`config.mk`:
```
export PLATFORM = sky130hd
export DESIGN_NAME = jtframe_credits_console
export DESIGN_NICKNAME = d
export VERILOG_FILES = /design/src/rtl/jtframe_credits_pkg.sv /design/src/rtl/jtframe_hex2ascii.sv /design/src/rtl/jtframe_credits_console.sv
export SDC_FILE = /design/constraint.sdc
export NUM_CORES = 1
export LEC_CHECK = 0
export CAP_MARGIN = 20
export CORE_ASPECT_RATIO = 1.2
export CORE_UTILIZATION = 35
export DETAILED_ROUTE_END_ITERATION = 10
export GPL_ROUTABILITY_DRIVEN = 0
export HOLD_SLACK_MARGIN = 0.05
export SLEW_MARGIN = 10
export SYNTH_ARGS = -nofsm -noshare
export SYNTH_HDL_FRONTEND = slang
export SYNTH_SLANG_ARGS = --single-unit
```
`constraint.sdc`:
```
create_clock -name i_clk -period 3.43 [get_ports i_clk]
set_clock_uncertainty 0.2 [all_clocks]
set_input_delay 0.343 -clock i_clk [delete_from_list [all_inputs] [get_ports i_clk]]
set_output_delay 0.343 -clock i_clk [all_outputs]
set_load 0.01 [all_outputs]
```
`src/rtl/jtframe_credits_pkg.sv`:
```
// ---------------------------------------------------------------------------
// jtframe_credits_pkg
// Shared definitions for the credits console: FSM state encoding, page
// geometry and the control codes the console interprets.
// Optional feature macro: JTFRAME_CREDITS_CONSOLE_HEX_EN (adds the hex-print
// states HEX_ARG / HEX_LO).
// ---------------------------------------------------------------------------
package jtframe_credits_pkg;

    localparam int         COLS       = 32;
    localparam int         ROWS       = 32;
    localparam logic [6:0] BLANK_CHAR = 7'h20;
    localparam logic [9:0] LAST_CELL  = 10'(COLS*ROWS-1);

    localparam logic [7:0] CC_COL0 = 8'h01;
    localparam logic [7:0] CC_COL1 = 8'h02;
    localparam logic [7:0] CC_LF   = 8'h0A;
    localparam logic [7:0] CC_FF   = 8'h0C;
    localparam logic [7:0] CC_CR   = 8'h0D;
    localparam logic [7:0] CC_HEX  = 8'h1B;

`ifdef JTFRAME_CREDITS_CONSOLE_HEX_EN
    typedef enum logic [2:0] {
        ST_IDLE, ST_WRITE, ST_CLEAR, ST_HEX_ARG, ST_HEX_LO
    } state_t;
`else
    typedef enum logic [1:0] {
        ST_IDLE, ST_WRITE, ST_CLEAR
    } state_t;
`endif

endpackage

```
`src/rtl/jtframe_hex2ascii.sv`:
```
// ---------------------------------------------------------------------------
// jtframe_hex2ascii
// Combinational nibble to uppercase ASCII hex digit ('0'..'9', 'A'..'F').
//   i_nibble  in  4  value 0..15
//   o_ascii   out 7  ASCII code
// ---------------------------------------------------------------------------
module jtframe_hex2ascii (
    input  logic [3:0] i_nibble,
    output logic [6:0] o_ascii
);

    always_comb begin
        if (i_nibble < 4'd10) o_ascii = 7'h30 + {3'b000, i_nibble};
        else                  o_ascii = 7'h37 + {3'b000, i_nibble};
    end

endmodule

```
`src/rtl/jtframe_credits_console.sv`:
```
// ---------------------------------------------------------------------------
// jtframe_credits_console
// Character-stream writer for the 32x32 credits overlay VRAM. Bytes arrive on
// a valid/ready handshake; printable codes are written at an auto-advancing
// cursor, control codes move the cursor, pick the colour or clear the page.
//   i_clk         in   1   system clock
//   i_rst         in   1   synchronous active-high reset
//   i_din         in   8   input byte
//   i_din_valid   in   1   i_din valid
//   o_din_ready   out  1   byte accepted when valid && ready
//   i_clr         in   1   single-cycle clear-screen request
//   o_vram_din    out  8   {colour, char[6:0]}
//   o_vram_addr   out  10  {row, col}
//   o_vram_we     out  1   write strobe
//   o_busy        out  1   clear in progress
//   o_cursor      out  10  current {row, col}
// Optional feature macro: JTFRAME_CREDITS_CONSOLE_HEX_EN -- 0x1B prints the
// next byte as two hex digits. Without it 0x1B is ignored.
// ---------------------------------------------------------------------------
module jtframe_credits_console
    import jtframe_credits_pkg::*;
(
    input  logic       i_clk,
    input  logic       i_rst,
    input  logic [7:0] i_din,
    input  logic       i_din_valid,
    output logic       o_din_ready,
    input  logic       i_clr,
    output logic [7:0] o_vram_din,
    output logic [9:0] o_vram_addr,
    output logic       o_vram_we,
    output logic       o_busy,
    output logic [9:0] o_cursor
);

    state_t     r_state, w_state_nxt;
    logic [4:0] r_row, r_col;
    logic       r_colour;
    logic       r_we;
    logic [9:0] r_addr;
    logic [7:0] r_data;
    logic       r_busy;

    logic       w_rdy_state;
    logic       w_accept;
    logic       w_print;
    logic       w_start_clear;
    logic [9:0] w_cursor;
    logic [9:0] w_cursor_inc;

    logic       w_we_nxt, w_busy_nxt, w_colour_nxt;
    logic [9:0] w_addr_nxt, w_cursor_nxt;
    logic [7:0] w_data_nxt;

`ifdef JTFRAME_CREDITS_CONSOLE_HEX_EN
    logic       r_hex_pend, w_hex_pend_nxt;
    logic [3:0] r_hex_lo,   w_hex_lo_nxt;
    logic [6:0] w_hex_hi_asc, w_hex_lo_asc;

    jtframe_hex2ascii u_hex_hi (.i_nibble(i_din[7:4]), .o_ascii(w_hex_hi_asc));
    jtframe_hex2ascii u_hex_lo (.i_nibble(r_hex_lo),   .o_ascii(w_hex_lo_asc));

    assign w_rdy_state = (r_state == ST_IDLE) || (r_state == ST_HEX_ARG);
`else
    assign w_rdy_state = (r_state == ST_IDLE);
`endif

    assign o_din_ready = w_rdy_state && !i_clr && !i_rst;
    assign w_accept    = o_din_ready && i_din_valid;
    assign w_print     = (i_din >= 8'h20) && (i_din <= 8'h7E);
    assign w_cursor    = {r_row, r_col};
    // Column overflow carries into the row and the row wraps at 32, which is
    // exactly a 10-bit increment of {row, col}.
    assign w_cursor_inc = w_cursor + 10'd1;

    // A clear (re)starts whenever CLEAR is entered or clr arrives during it.
    assign w_start_clear = (w_state_nxt == ST_CLEAR) &&
                           ((r_state != ST_CLEAR) || i_clr);

    // ---- state register ----
    always_ff @(posedge i_clk) begin
        if (i_rst) r_state <= ST_IDLE;
        else       r_state <= w_state_nxt;
    end

    // ---- next state ----
    always_comb begin
        w_state_nxt = r_state;
        case (r_state)
            ST_IDLE: begin
                if (i_clr)                w_state_nxt = ST_CLEAR;
                else if (w_accept) begin
                    if (w_print)             w_state_nxt = ST_WRITE;
                    else if (i_din == CC_FF) w_state_nxt = ST_CLEAR;
`ifdef JTFRAME_CREDITS_CONSOLE_HEX_EN
                    else if (i_din == CC_HEX) w_state_nxt = ST_HEX_ARG;
`endif
                end
            end
            ST_WRITE: begin
                if (i_clr)           w_state_nxt = ST_CLEAR;
`ifdef JTFRAME_CREDITS_CONSOLE_HEX_EN
                else if (r_hex_pend) w_state_nxt = ST_HEX_LO;
`endif
                else                 w_state_nxt = ST_IDLE;
            end
            ST_CLEAR: begin
                if (!i_clr && r_addr == LAST_CELL) w_state_nxt = ST_IDLE;
            end
`ifdef JTFRAME_CREDITS_CONSOLE_HEX_EN
            ST_HEX_ARG: begin
                if (i_clr)         w_state_nxt = ST_CLEAR;
                else if (w_accept) w_state_nxt = ST_WRITE;
            end
            ST_HEX_LO: begin
                if (i_clr) w_state_nxt = ST_CLEAR;
                else       w_state_nxt = ST_WRITE;
            end
`endif
            default: w_state_nxt = ST_IDLE;
        endcase
    end

    // ---- outputs: next values of the registered VRAM port and cursor ----
    always_comb begin
        w_we_nxt     = 1'b0;
        w_busy_nxt   = 1'b0;
        w_addr_nxt   = r_addr;
        w_data_nxt   = r_data;
        w_cursor_nxt = w_cursor;
        w_colour_nxt = r_colour;
`ifdef JTFRAME_CREDITS_CONSOLE_HEX_EN
        w_hex_pend_nxt = r_hex_pend;
        w_hex_lo_nxt   = r_hex_lo;
`endif
        if (w_start_clear) begin
            w_we_nxt     = 1'b1;
            w_busy_nxt   = 1'b1;
            w_addr_nxt   = 10'd0;
            w_data_nxt   = {r_colour, BLANK_CHAR};
            w_cursor_nxt = 10'd0;
`ifdef JTFRAME_CREDITS_CONSOLE_HEX_EN
            w_hex_pend_nxt = 1'b0;
`endif
        end else begin
            case (r_state)
                ST_IDLE: begin
                    if (w_accept) begin
                        if (w_print) begin
                            w_we_nxt   = 1'b1;
                            w_addr_nxt = w_cursor;
                            w_data_nxt = {r_colour, i_din[6:0]};
                        end else begin
                            case (i_din)
                                CC_LF:   w_cursor_nxt = {r_row + 5'd1, 5'd0};
                                CC_CR:   w_cursor_nxt = {r_row, 5'd0};
                                CC_COL0: w_colour_nxt = 1'b0;
                                CC_COL1: w_colour_nxt = 1'b1;
                                default: ;
                            endcase
                        end
                    end
                end
                ST_WRITE: w_cursor_nxt = w_cursor_inc;
                ST_CLEAR: begin
                    if (r_addr != LAST_CELL) begin
                        w_we_nxt   = 1'b1;
                        w_busy_nxt = 1'b1;
                        w_addr_nxt = r_addr + 10'd1;
                    end
                end
`ifdef JTFRAME_CREDITS_CONSOLE_HEX_EN
                ST_HEX_ARG: begin
                    if (w_accept) begin
                        w_we_nxt       = 1'b1;
                        w_addr_nxt     = w_cursor;
                        w_data_nxt     = {r_colour, w_hex_hi_asc};
                        w_hex_lo_nxt   = i_din[3:0];
                        w_hex_pend_nxt = 1'b1;
                    end
                end
                ST_HEX_LO: begin
                    // cursor already advanced past the high digit
                    w_we_nxt       = 1'b1;
                    w_addr_nxt     = w_cursor;
                    w_data_nxt     = {r_colour, w_hex_lo_asc};
                    w_hex_pend_nxt = 1'b0;
                end
`endif
                default: ;
            endcase
        end
    end

    // ---- datapath registers ----
    always_ff @(posedge i_clk) begin
        if (i_rst) begin
            r_we     <= 1'b0;
            r_busy   <= 1'b0;
            r_addr   <= 10'd0;
            r_data   <= 8'd0;
            r_row    <= 5'd0;
            r_col    <= 5'd0;
            r_colour <= 1'b1;
`ifdef JTFRAME_CREDITS_CONSOLE_HEX_EN
            r_hex_pend <= 1'b0;
            r_hex_lo   <= 4'd0;
`endif
        end else begin
            r_we     <= w_we_nxt;
            r_busy   <= w_busy_nxt;
            r_addr   <= w_addr_nxt;
            r_data   <= w_data_nxt;
            r_row    <= w_cursor_nxt[9:5];
            r_col    <= w_cursor_nxt[4:0];
            r_colour <= w_colour_nxt;
`ifdef JTFRAME_CREDITS_CONSOLE_HEX_EN
            r_hex_pend <= w_hex_pend_nxt;
            r_hex_lo   <= w_hex_lo_nxt;
`endif
        end
    end

    assign o_vram_we   = r_we;
    assign o_vram_addr = r_addr;
    assign o_vram_din  = r_data;
    assign o_busy      = r_busy;
    assign o_cursor    = w_cursor;

endmodule

```
==> impl_metrics.py, run 1 <==
metrics = {
    "grt": {
        "gr-total-overflow": 0,
        "grt_usage_pct": 18.5,
        "grt_util_met2_pct": 31.5,
        "grt_start_max_net_pins": 16,
        "busiest_layer": "met2",
        "grt_pass1_vias": 1622,
        "grt_first_pass_wirelength_mm": 7.60,
        "antenna_found_initial": 0,
        "met1_usage_pct": 22.5,
        "use_met3_pct": 4.26,
    },
    "setup_path": {
        "crit_buf_inv": 2,
        "end_kind": "register",
        "worst_ep_arrival_time_ns": 2.51,
        "slowest_delay_ns": 0.52,
        "cp_max_fo": 15,
        "path_cells": "clkdlybuf4s50_1 -> nor4_4 -> nand2_4 -> or4_4 -> nand2_1 -> buf_4 -> o41ai_1",
        "critPathSlowestCell": "clkdlybuf4s50_1",
        "worstSetupPathType": "in -> reg",
        "required_ns": 3.38,
        "crit_family": "simple AND/OR/NAND/NOR gates",
        "cp-start-kind": "input pin",
    },
    "timing": {
        "fin_crit_ns": 2.56,
        "slew_headroom_pct": 58.5,
        "tns_ns": 0,
        "period_share_pct": 74.6,
        "setup_viol": 0,
        "fmax_mhz": 391,
        "holdWs_ns": 0.288,
        "rsz0062_at_grt": "false",
        "slew_violations": 0,
        "fin_ws_ns": 0.872,
        "tightest_slew_ns": 0.619,
        "hold_viol": 0,
    },
    "power": {
        "p_leak_nw": 0.761,
        "vdd_drop_max_uv": 164,
        "pwr-share-comb_pct": 13.3,
        "seq_power_share_pct": 51.1,
        "clkPwrFrac_pct": 35.6,
        "p_switching_w": 0.000199,
        "swShare_pct": 25.4,
        "intPower_w": 0.000584,
        "cellPowerDensity_mw_per_mm2": 336,
    },
    "logic_synthesis": {
        "synthesis.area_mm2": 0.00178,
        "synth_nets": 222,
        "synth-async-reset-ratio_pct": 0,
        "yosysWarnings": 0,
        "seq_area_frac_synth_pct": 37.1,
        "ys_ff_latch": 33,
        "synth_common_cells": "33 x dfxtp_1, 19 x nand2_1, 18 x a21oi_1",
        "synth-edff-count": 0,
        "yosys.area.top_type": "dfxtp_1",
        "yosysMostFrequentCell": "dfxtp_1",
        "synthFlopType": "dfxtp_1",
        "synth.distinct_cells": 48,
        "yosysTopAreaCellShare_pct": 37.1,
        "yosys-top-cells-area": "dfxtp_1 37%, a21oi_1 5.1%, mux2i_1 5.1%",
        "syn_area_per_cell_um2": 8.60,
        "syn_inst": 207,
    },
    "placement": {
        "dp_hpwl_mm": 3.28,
        "port_buffers": 42,
        "pre_cts_slack_ns": 0.576,
    },
    "finish": {
        "drive_above_1_share_pct": 7.57,
        "nNetsFinal": 265,
        "area_growth_pct": 30.9,
        "fillCellCount": 512,
        "antennaDiodeCount": 0,
    },
    "route": {
        "drc": 0,
        "vias": 1675,
        "vias_per_cell": 5.39,
        "routed_wl_mm": 4.41,
        "drt-initial-drc-count": 78,
        "post_drt_wl_per_cell_um": 14.2,
        "first_pass_iters": 4,
        "final_antenna_net_count": 0,
    },
    "cts": {
        "clock-sinks": 33,
        "postCtsResizedCells": 0,
        "cts_setup_buffers": 0,
        "clk_pin_slew_ns": 0.07,
        "h-tree-depth": 2,
        "clockBufferDepth": 2,
        "clk_latency_ns": 0.28,
        "root_buffer": "clkbuf_8",
        "cts_tree": "built",
        "cts_hold_buf": 0,
        "cts_buffers": 5,
    },
    "run": {
        "maxCapViolations": 0,
    },
    "floorplan": {
        "fp.dieW_um": 67.1,
        "rows": 28,
        "start_util_pct": 36.3,
        "die_height_um": 80.1,
        "ios": 43,
        "die-area_mm2": 0.00538,
        "coreArea_mm2": 0.00490,
    },
    "hold_path": {
        "hold_class": "reg -> reg",
    },
    "outcome": {
        "status": "complete, no violations",
    },
}
==> cell type report <==
cell class | instances | area (µm²) | area share, %
Timing Repair Buffer | 46 | 450 | 19.3
Sequential cell | 33 | 661 | 28.3
Inverter | 4 | 15.0 | 0.644
Tap cell | 60 | 75.1 | 3.22
Clock buffer | 8 | 80.1 | 3.44
Multi-Input combinational cell | 160 | 1050 | 45.0
==> power by group through the flow <==
stage	Clock, W	Combinational [W]	Sequential, W
3_5_place_dp	0	0.000105	0.000409
3_3_place_gp	0	0.000104	0.000409
6_report	0.000278	0.000104	0.000400
5_1_grt	0.000307	0.000115	0.000401
4_1_cts	0.000286	0.000105	0.000400
2_1_floorplan	0	0.0000556	0.000409
==> worst paths after layout <==
| path | end | slack, ns | cells past startpoint | startpoint |
|---|---|---|---|---|
| max | r_row[1] | 0.87 | 7 | i_clr |
| min | o_vram_din[7] | 0.29 | 2 | o_vram_din[7] |
| max reg2reg | r_row[1] | 0.95 | 6 | r_state[1] |
| min reg2reg | o_vram_din[7] | 0.29 | 2 | o_vram_din[7] |
==> metal layers <==
layer | part of all wire [%] | vias to the layer above
met5 | 0 | -
met4 | 1.2 | 0
met3 | 4.1 | 5
met2 | 50 | 42
met1 | 45 | 771
li1 | - | 857
==> kinds of logic (layout without fill, tap and decap cells) <==
family          after synthesis  after routing  synth area share (%)
fa+ha+maj                     3              3                  2.11
simple gates                 79             79                  24.8
xor+xnor                      4              4                  1.97
flops                        33             33                  37.1
buf+inv                      14             58                  3.93
compound gates               64             64                  24.4
mux                          10             10                  5.69
==> stage by stage <==
stage / util (%) / std cells / total power (W) / cell area, µm²
after floorplan: - / 207 / 0.000464 / 1780
after global placement: 45.9 / 303 / 0.000513 / 2250
after detailed placement: 45.9 / 303 / 0.000513 / 2250
after CTS: 47.5 / 311 / 0.000792 / 2330
after global routing: 47.5 / 311 / 0.000824 / 2330
final: 47.5 / 311 / 0.000782 / 2330
==> placed cells by master, fill, tap and decap left out, drive strengths merged, types with 4 or more instances in the layout <==
master,n
xnor2,4
nand3,9
a211oi,10
a21oi,18
nand2b,8
and3,4
inv,4
nand2,21
mux2i,9
buf,4
o31ai,6
clkdlybuf4s50,42
a32o,4
dfxtp,33
o21ai,13
nand4,4
nor2,17
clkbuf,8
==> registers in the layout, indices dropped and copies added, names as in the netlist <==
register / flops
o_vram_addr: 10
o_vram_din: 8
r_col: 5
r_row: 5
r_state: 2
o_busy: 1
o_vram_we: 1
r_colour: 1
==> tightest hold or removal path, cell delays in order, from the launching register on <==
cell	delay (ns)
dfxtp_1	0.31
nand2b_1	0.07
mux2i_1	0.06
No activity file was read; power rests on OpenSTA's default activity.
==> inputs of run 2 (changes only) <==
==> constraint.sdc (replaced) <==
create_clock -name i_clk -period 2.1 [get_ports i_clk]
set_clock_uncertainty 0.2 [all_clocks]
set_input_delay 0.21 -clock i_clk [delete_from_list [all_inputs] [get_ports i_clk]]
set_output_delay 0.21 -clock i_clk [all_outputs]
set_load 0.01 [all_outputs]
==> impl_metrics.py, run 2 (synthesis results as in run 1) <==
metrics = {
    "outcome": {
        "status": "complete, no violations",
    },
    "finish": {
        "final_common_cell": "buf_4",
        "regArea_um2": 662,
        "final_cell_mix": "44 x buf_4, 39 x clkdlybuf4s50_1, 32 x dfxtp_1, 18 x nand2_1, 17 x a21oi_1",
        "antennaDiodeCount": 0,
        "area_growth_pct": 57.3,
        "fillCellCount": 459,
        "nNetsFinal": 309,
        "multi_input_area_mm2": 0.00112,
        "largest_reg_flops": 10,
        "design_area_mm2": 0.00280,
        "drive_above_1_share_pct": 26.8,
    },
    "route": {
        "vias": 1859,
        "final_antenna_net_count": 0,
        "vias_per_cell": 5.24,
        "routed_wl_mm": 5.00,
        "first_pass_iters": 4,
        "drt-initial-drc-count": 72,
        "drc": 0,
        "post_drt_wl_per_cell_um": 14.1,
    },
    "setup_path": {
        "required_ns": 2.08,
        "cp_max_fo": 7,
        "slowest_delay_ns": 0.48,
        "worstSetupStartpoint": "r_state[0]",
        "worst_ep_arrival_time_ns": 2.02,
        "r2r_end": "o_vram_addr[3]",
        "r2r.worst_path.cells": 6,
        "cp-start-kind": "register",
        "path_cells": "nor4_4 -> buf_4 -> nand2_4 -> o41a_4 -> and2_4 -> a32o_1",
        "critPathSlowestCell": "o41a_4",
        "setup.reg_to_reg.worst_slack_ns": 0.07,
        "worstSetupPathType": "reg -> reg",
        "rr_startpoint": "r_state[0]",
        "end_kind": "register",
    },
    "hold_path": {
        "min_path_cells": 3,
        "min-delay-start": "i_din[6]",
        "hold_class": "in -> reg",
        "min_to": "o_vram_din[6]",
    },
    "floorplan": {
        "rows": 28,
        "die_height_um": 80.1,
        "coreArea_mm2": 0.00490,
        "start_util_pct": 36.3,
        "fp.dieW_um": 67.1,
        "die-area_mm2": 0.00538,
        "ios": 43,
    },
    "cts": {
        "clock-sinks": 33,
        "root_buffer": "clkbuf_8",
        "h-tree-depth": 2,
        "cts_buffers": 5,
        "clockBufferDepth": 2,
        "clk_latency_ns": 0.29,
        "clk_pin_slew_ns": 0.07,
        "cts_tree": "built",
    },
    "grt": {
        "grt_usage_pct": 20.0,
        "grt_start_max_net_pins": 15,
        "antenna_found_initial": 0,
        "grt_first_pass_wirelength_mm": 8.21,
        "gr-total-overflow": 0,
        "grt_pass1_vias": 1765,
    },
    "timing": {
        "slew_violations": 0,
        "fin_crit_ns": 2.03,
        "tightest_slew_ns": 0.345,
        "fmax_mhz": 492,
        "tns_ns": 0,
        "hold_viol": 0,
        "slew_headroom_pct": 76.9,
        "period_share_pct": 96.8,
        "setup_viol": 0,
        "rsz0062_at_grt": "true",
    },
    "power": {
        "p_leak_nw": 1.05,
        "cellPowerDensity_mw_per_mm2": 510,
        "vdd_drop_max_uv": 300,
    },
    "placement": {
        "dp_hpwl_mm": 3.72,
        "placedInstanceArea_mm2": 0.00260,
        "port_buffers": 42,
    },
    "run": {
        "maxCapViolations": 0,
    },
}
run 2: cell count changes in the layout (fill, tap and decap cells not counted), moves of 2 or more:
cell / before / now
buf_12: 0 / 3
dlymetal6s2s_1: 0 / 3
buf_4: 4 / 44
clkbuf_8: 5 / 7
clkdlybuf4s50_1: 42 / 39
clkbuf_1: 3 / 0
run 2: worst max path at each step:
| stage | endpoint |
|---|---|
| CTS | o_vram_addr[3] |
| global route | o_vram_addr[2] |
| global placement | o_vram_din[7] |
| floorplan | o_vram_addr[3] |
| detailed placement | r_col[3] |
| finish | o_vram_addr[3] |
run 2: power by group:
part	internal, W	switching (W)
clock	0.000296	0.000241
combinational	0.000128	0.000115
sequential	0.000639	0.00000840
total	0.00106	0.000365
run 2: critical path: cells and delay by family (launching register included):
kind	cells	cell delay (ns)
AO/OA/AOI/OAI	2	0.68
buffers and inverters	1	0.18
flip-flops	1	0.36
AND/OR/NAND/NOR	3	0.51
run 2: per-layer routing:
metal,vias up,global-route usage (%),routed length [µm]
li1,942,-,-
met3,9,3.41,137
met4,0,7.23,89
met2,39,35.3,2530
met1,869,23.7,2240
met5,-,0,0
run 2: final cells by class:
class	instances	share of cell area, %
Clock buffer	7	3.44
Clock inverter	1	0.179
Timing Repair Buffer	90	29.6
Inverter	4	0.536
Multi-Input combinational cell	160	39.9
Tap cell	60	2.68
Sequential cell	33	23.6
run 2: stage by stage:
| stage | power (W) | setup slack [ns] | hold WS, ns | utilization [%] | std cells |
|---|---|---|---|---|---|
| 6_report | 0.00143 | 0.0666 | 0.156 | 57.1 | 355 |
| 5_1_grt | 0.00149 | -0.0248 | 0.205 | 57.1 | 355 |
| 4_1_cts | 0.00143 | 0.00508 | 0.296 | 55.2 | 353 |
| 3_5_place_dp | 0.000886 | -0.263 | 0.276 | 52.9 | 344 |
| 3_3_place_gp | 0.000886 | -0.238 | 0.279 | 52.9 | 344 |
| 2_1_floorplan | 0.000758 | 0.0882 | 0.0791 | - | 207 |
run 2: what timing repair did:
action	in CTS	in global routing
pin swaps	1	3
hold buffers	0	0
setup buffers	1	1
endpoints found under the setup margin	1	30
gates resized for setup	0	22
cloned	0	1
==> inputs of run 3 (changes only) <==
--- a/config.mk
+++ b/config.mk
@@ -8,6 +8,7 @@
 export CAP_MARGIN = 20
 export CORE_ASPECT_RATIO = 1.2
 export CORE_UTILIZATION = 35
+export CTS_CLUSTER_DIAMETER = 30
 export DETAILED_ROUTE_END_ITERATION = 10
 export GPL_ROUTABILITY_DRIVEN = 0
 export HOLD_SLACK_MARGIN = 0.05
==> constraint.sdc (replaced) <==
create_clock -name i_clk -period 2 [get_ports i_clk]
set_clock_uncertainty 0.2 [all_clocks]
set_input_delay 0.2 -clock i_clk [delete_from_list [all_inputs] [get_ports i_clk]]
set_output_delay 0.2 -clock i_clk [all_outputs]
set_load 0.01 [all_outputs]
==> impl_metrics.py, run 3 (synthesis results as in run 1) <==
metrics = {
    "finish": {
        "multi_input_area_mm2": 0.00112,
        "area_growth_pct": 60.2,
        "antennaDiodeCount": 0,
        "fillCellCount": 476,
        "nNetsFinal": 319,
        "drive_above_1_share_pct": 29.2,
        "final_core_util_pct": 58.1,
        "final_cell_mix": "53 x buf_4, 37 x clkdlybuf4s50_1, 31 x dfxtp_1, 18 x nand2_1, 17 x a21oi_1",
        "final_common_cell": "buf_4",
        "regArea_um2": 666,
        "largest_reg_flops": 10,
    },
    "route": {
        "routed_wl_mm": 5.08,
        "post_drt_wl_per_cell_um": 13.9,
        "first_pass_iters": 4,
        "drt-initial-drc-count": 81,
        "final_antenna_net_count": 0,
        "drc": 0,
        "vias_per_cell": 5.35,
        "vias": 1954,
    },
    "timing": {
        "slew_headroom_pct": 65.0,
        "period_share_pct": 99.5,
        "fin_crit_ns": 1.99,
        "holdWs_ns": 0.105,
        "fmax_mhz": 502,
        "tightest_slew_ns": 0.522,
        "setup_viol": 0,
        "hold_viol": 0,
        "rsz0062_at_grt": "true",
        "slew_violations": 0,
    },
    "cts": {
        "cts_tree": "built",
        "clk_pin_slew_ns": 0.06,
        "cts_hold_buf": 0,
        "cts_buffers": 5,
        "clockBufferDepth": 2,
        "clk_latency_ns": 0.28,
        "h-tree-depth": 2,
        "root_buffer": "clkbuf_8",
        "clock-sinks": 33,
    },
    "setup_path": {
        "end_kind": "register",
        "setup.reg_to_reg.worst_slack_ns": 0.009,
        "required_ns": 1.96,
        "path_cells": "nor4_4 -> buf_4 -> nand2_4 -> or4_4 -> nand2_4 -> buf_12 -> a311oi_1",
        "cp-start-kind": "register",
        "r2r.worst_path.cells": 7,
        "slowest_delay_ns": 0.52,
        "cp_max_fo": 14,
        "worst_ep_arrival_time_ns": 1.95,
        "crit_family": "simple AND/OR/NAND/NOR gates",
        "worstSetupPathType": "reg -> reg",
        "r2r_end": "r_col[3]",
        "critPathSlowestCell": "or4_4",
        "rr_startpoint": "r_state[0]",
        "crit_buf_inv": 2,
        "path_common_cell": "nand2_4",
    },
    "hold_path": {
        "min_to": "o_vram_din[4]",
        "min-delay-start": "i_din[4]",
        "hold_class": "in -> reg",
        "min_path_cells": 3,
    },
    "power": {
        "p_switching_w": 0.000372,
        "pwr-share-comb_pct": 17.0,
        "power_w": 0.00149,
        "seq_power_share_pct": 45.8,
        "vdd_drop_max_uv": 276,
        "intPower_w": 0.00112,
        "clkPwrFrac_pct": 37.2,
        "swShare_pct": 25.0,
        "p_leak_nw": 1.08,
        "cellPowerDensity_mw_per_mm2": 521,
    },
    "placement": {
        "port_buffers": 42,
        "dp_hpwl_mm": 3.76,
    },
    "grt": {
        "antenna_found_initial": 0,
        "grt_first_pass_wirelength_mm": 8.24,
        "grt_pass1_vias": 1815,
        "gr-total-overflow": 0,
        "grt_start_max_net_pins": 15,
        "grt_usage_pct": 20.2,
    },
    "floorplan": {
        "rows": 28,
        "ios": 43,
        "start_util_pct": 36.3,
        "fp.dieW_um": 67.1,
        "die-area_mm2": 0.00538,
        "die_height_um": 80.1,
        "coreArea_mm2": 0.00490,
    },
    "run": {
        "maxCapViolations": 0,
    },
    "outcome": {
        "status": "complete, no violations",
    },
}
## run 3: changes by cell type in the layout (fill, tap and decap cells not counted), sizes merged
cell           before  now
dlygate4sd2         0    4
dlymetal6s2s        3    1
clkdlybuf4s50      39   37
clkbuf              7    8
buf                48   57
## run 3: per-stage QoR
stage	TNS [ns]	instance area (µm²)	setup WS, ns	std cells
global route	-0.969	2850	-0.0576	365
CTS	-0.0323	2780	-0.0323	363
detailed placement	-11.18	2630	-0.390	351
finish	0	2850	0.00905	365
floorplan	0	1790	0.0147	207
global placement	-10.93	2630	-0.373	351
## run 3: repair_timing
action,in CTS,in global routing
pin swaps,5,4
setup endpoints to repair,26,31
cloned,1,0
gates resized for setup,12,16
buffers inserted,3,2
## run 3: cell type report
type / instances / area share [%]
flip-flops and latches: 33 / 23.3
clock buffers: 7 / 3.38
well taps: 60 / 2.63
clock inverters: 1 / 0.176
multi-input cells: 160 / 39.2
inverters: 4 / 0.527
repair buffers: 100 / 30.8
## run 3: how the worst max path moves through the flow
stage	startpoint	end	slack (ns)	depth (start not counted)
6_report	r_state[0]	r_col[3]	0.009	7
5_1_grt	r_state[0]	r_col[3]	-0.06	7
4_1_cts	r_state[0]	o_vram_we	-0.03	6
3_5_place_dp	i_rst	o_vram_din[4]	-0.39	7
3_3_place_gp	i_rst	o_vram_din[4]	-0.37	7
2_1_floorplan	r_state[0]	o_vram_addr[3]	0.01	5
## run 3: metal layers
metal / track usage (%) / wire, µm
met4: 7.66 / 63
met2: 35.7 / 2690
met3: 4.26 / 153
met5: 0 / 0
met1: 23.0 / 2170
## run 3: power groups by stage
| stage | clock (W) | combinational (W) | sequential [W] |
|---|---|---|---|
| 2_1_floorplan | 0 | 0.0000961 | 0.000701 |
| 3_3_place_gp | 0 | 0.000234 | 0.000696 |
| 3_5_place_dp | 0 | 0.000234 | 0.000696 |
| 4_1_cts | 0.000567 | 0.000243 | 0.000681 |
| 5_1_grt | 0.000594 | 0.000274 | 0.000682 |
| 6_report | 0.000553 | 0.000253 | 0.000681 |
## run 3: worst reg2reg max path: stages, from the launching register on
cell and delay, ns:
dfxtp_4 0.37, nor4_4 0.25, buf_4 0.18, nand2_4 0.07
or4_4 0.52, nand2_4 0.10, buf_12 0.14, a311oi_1 0.05
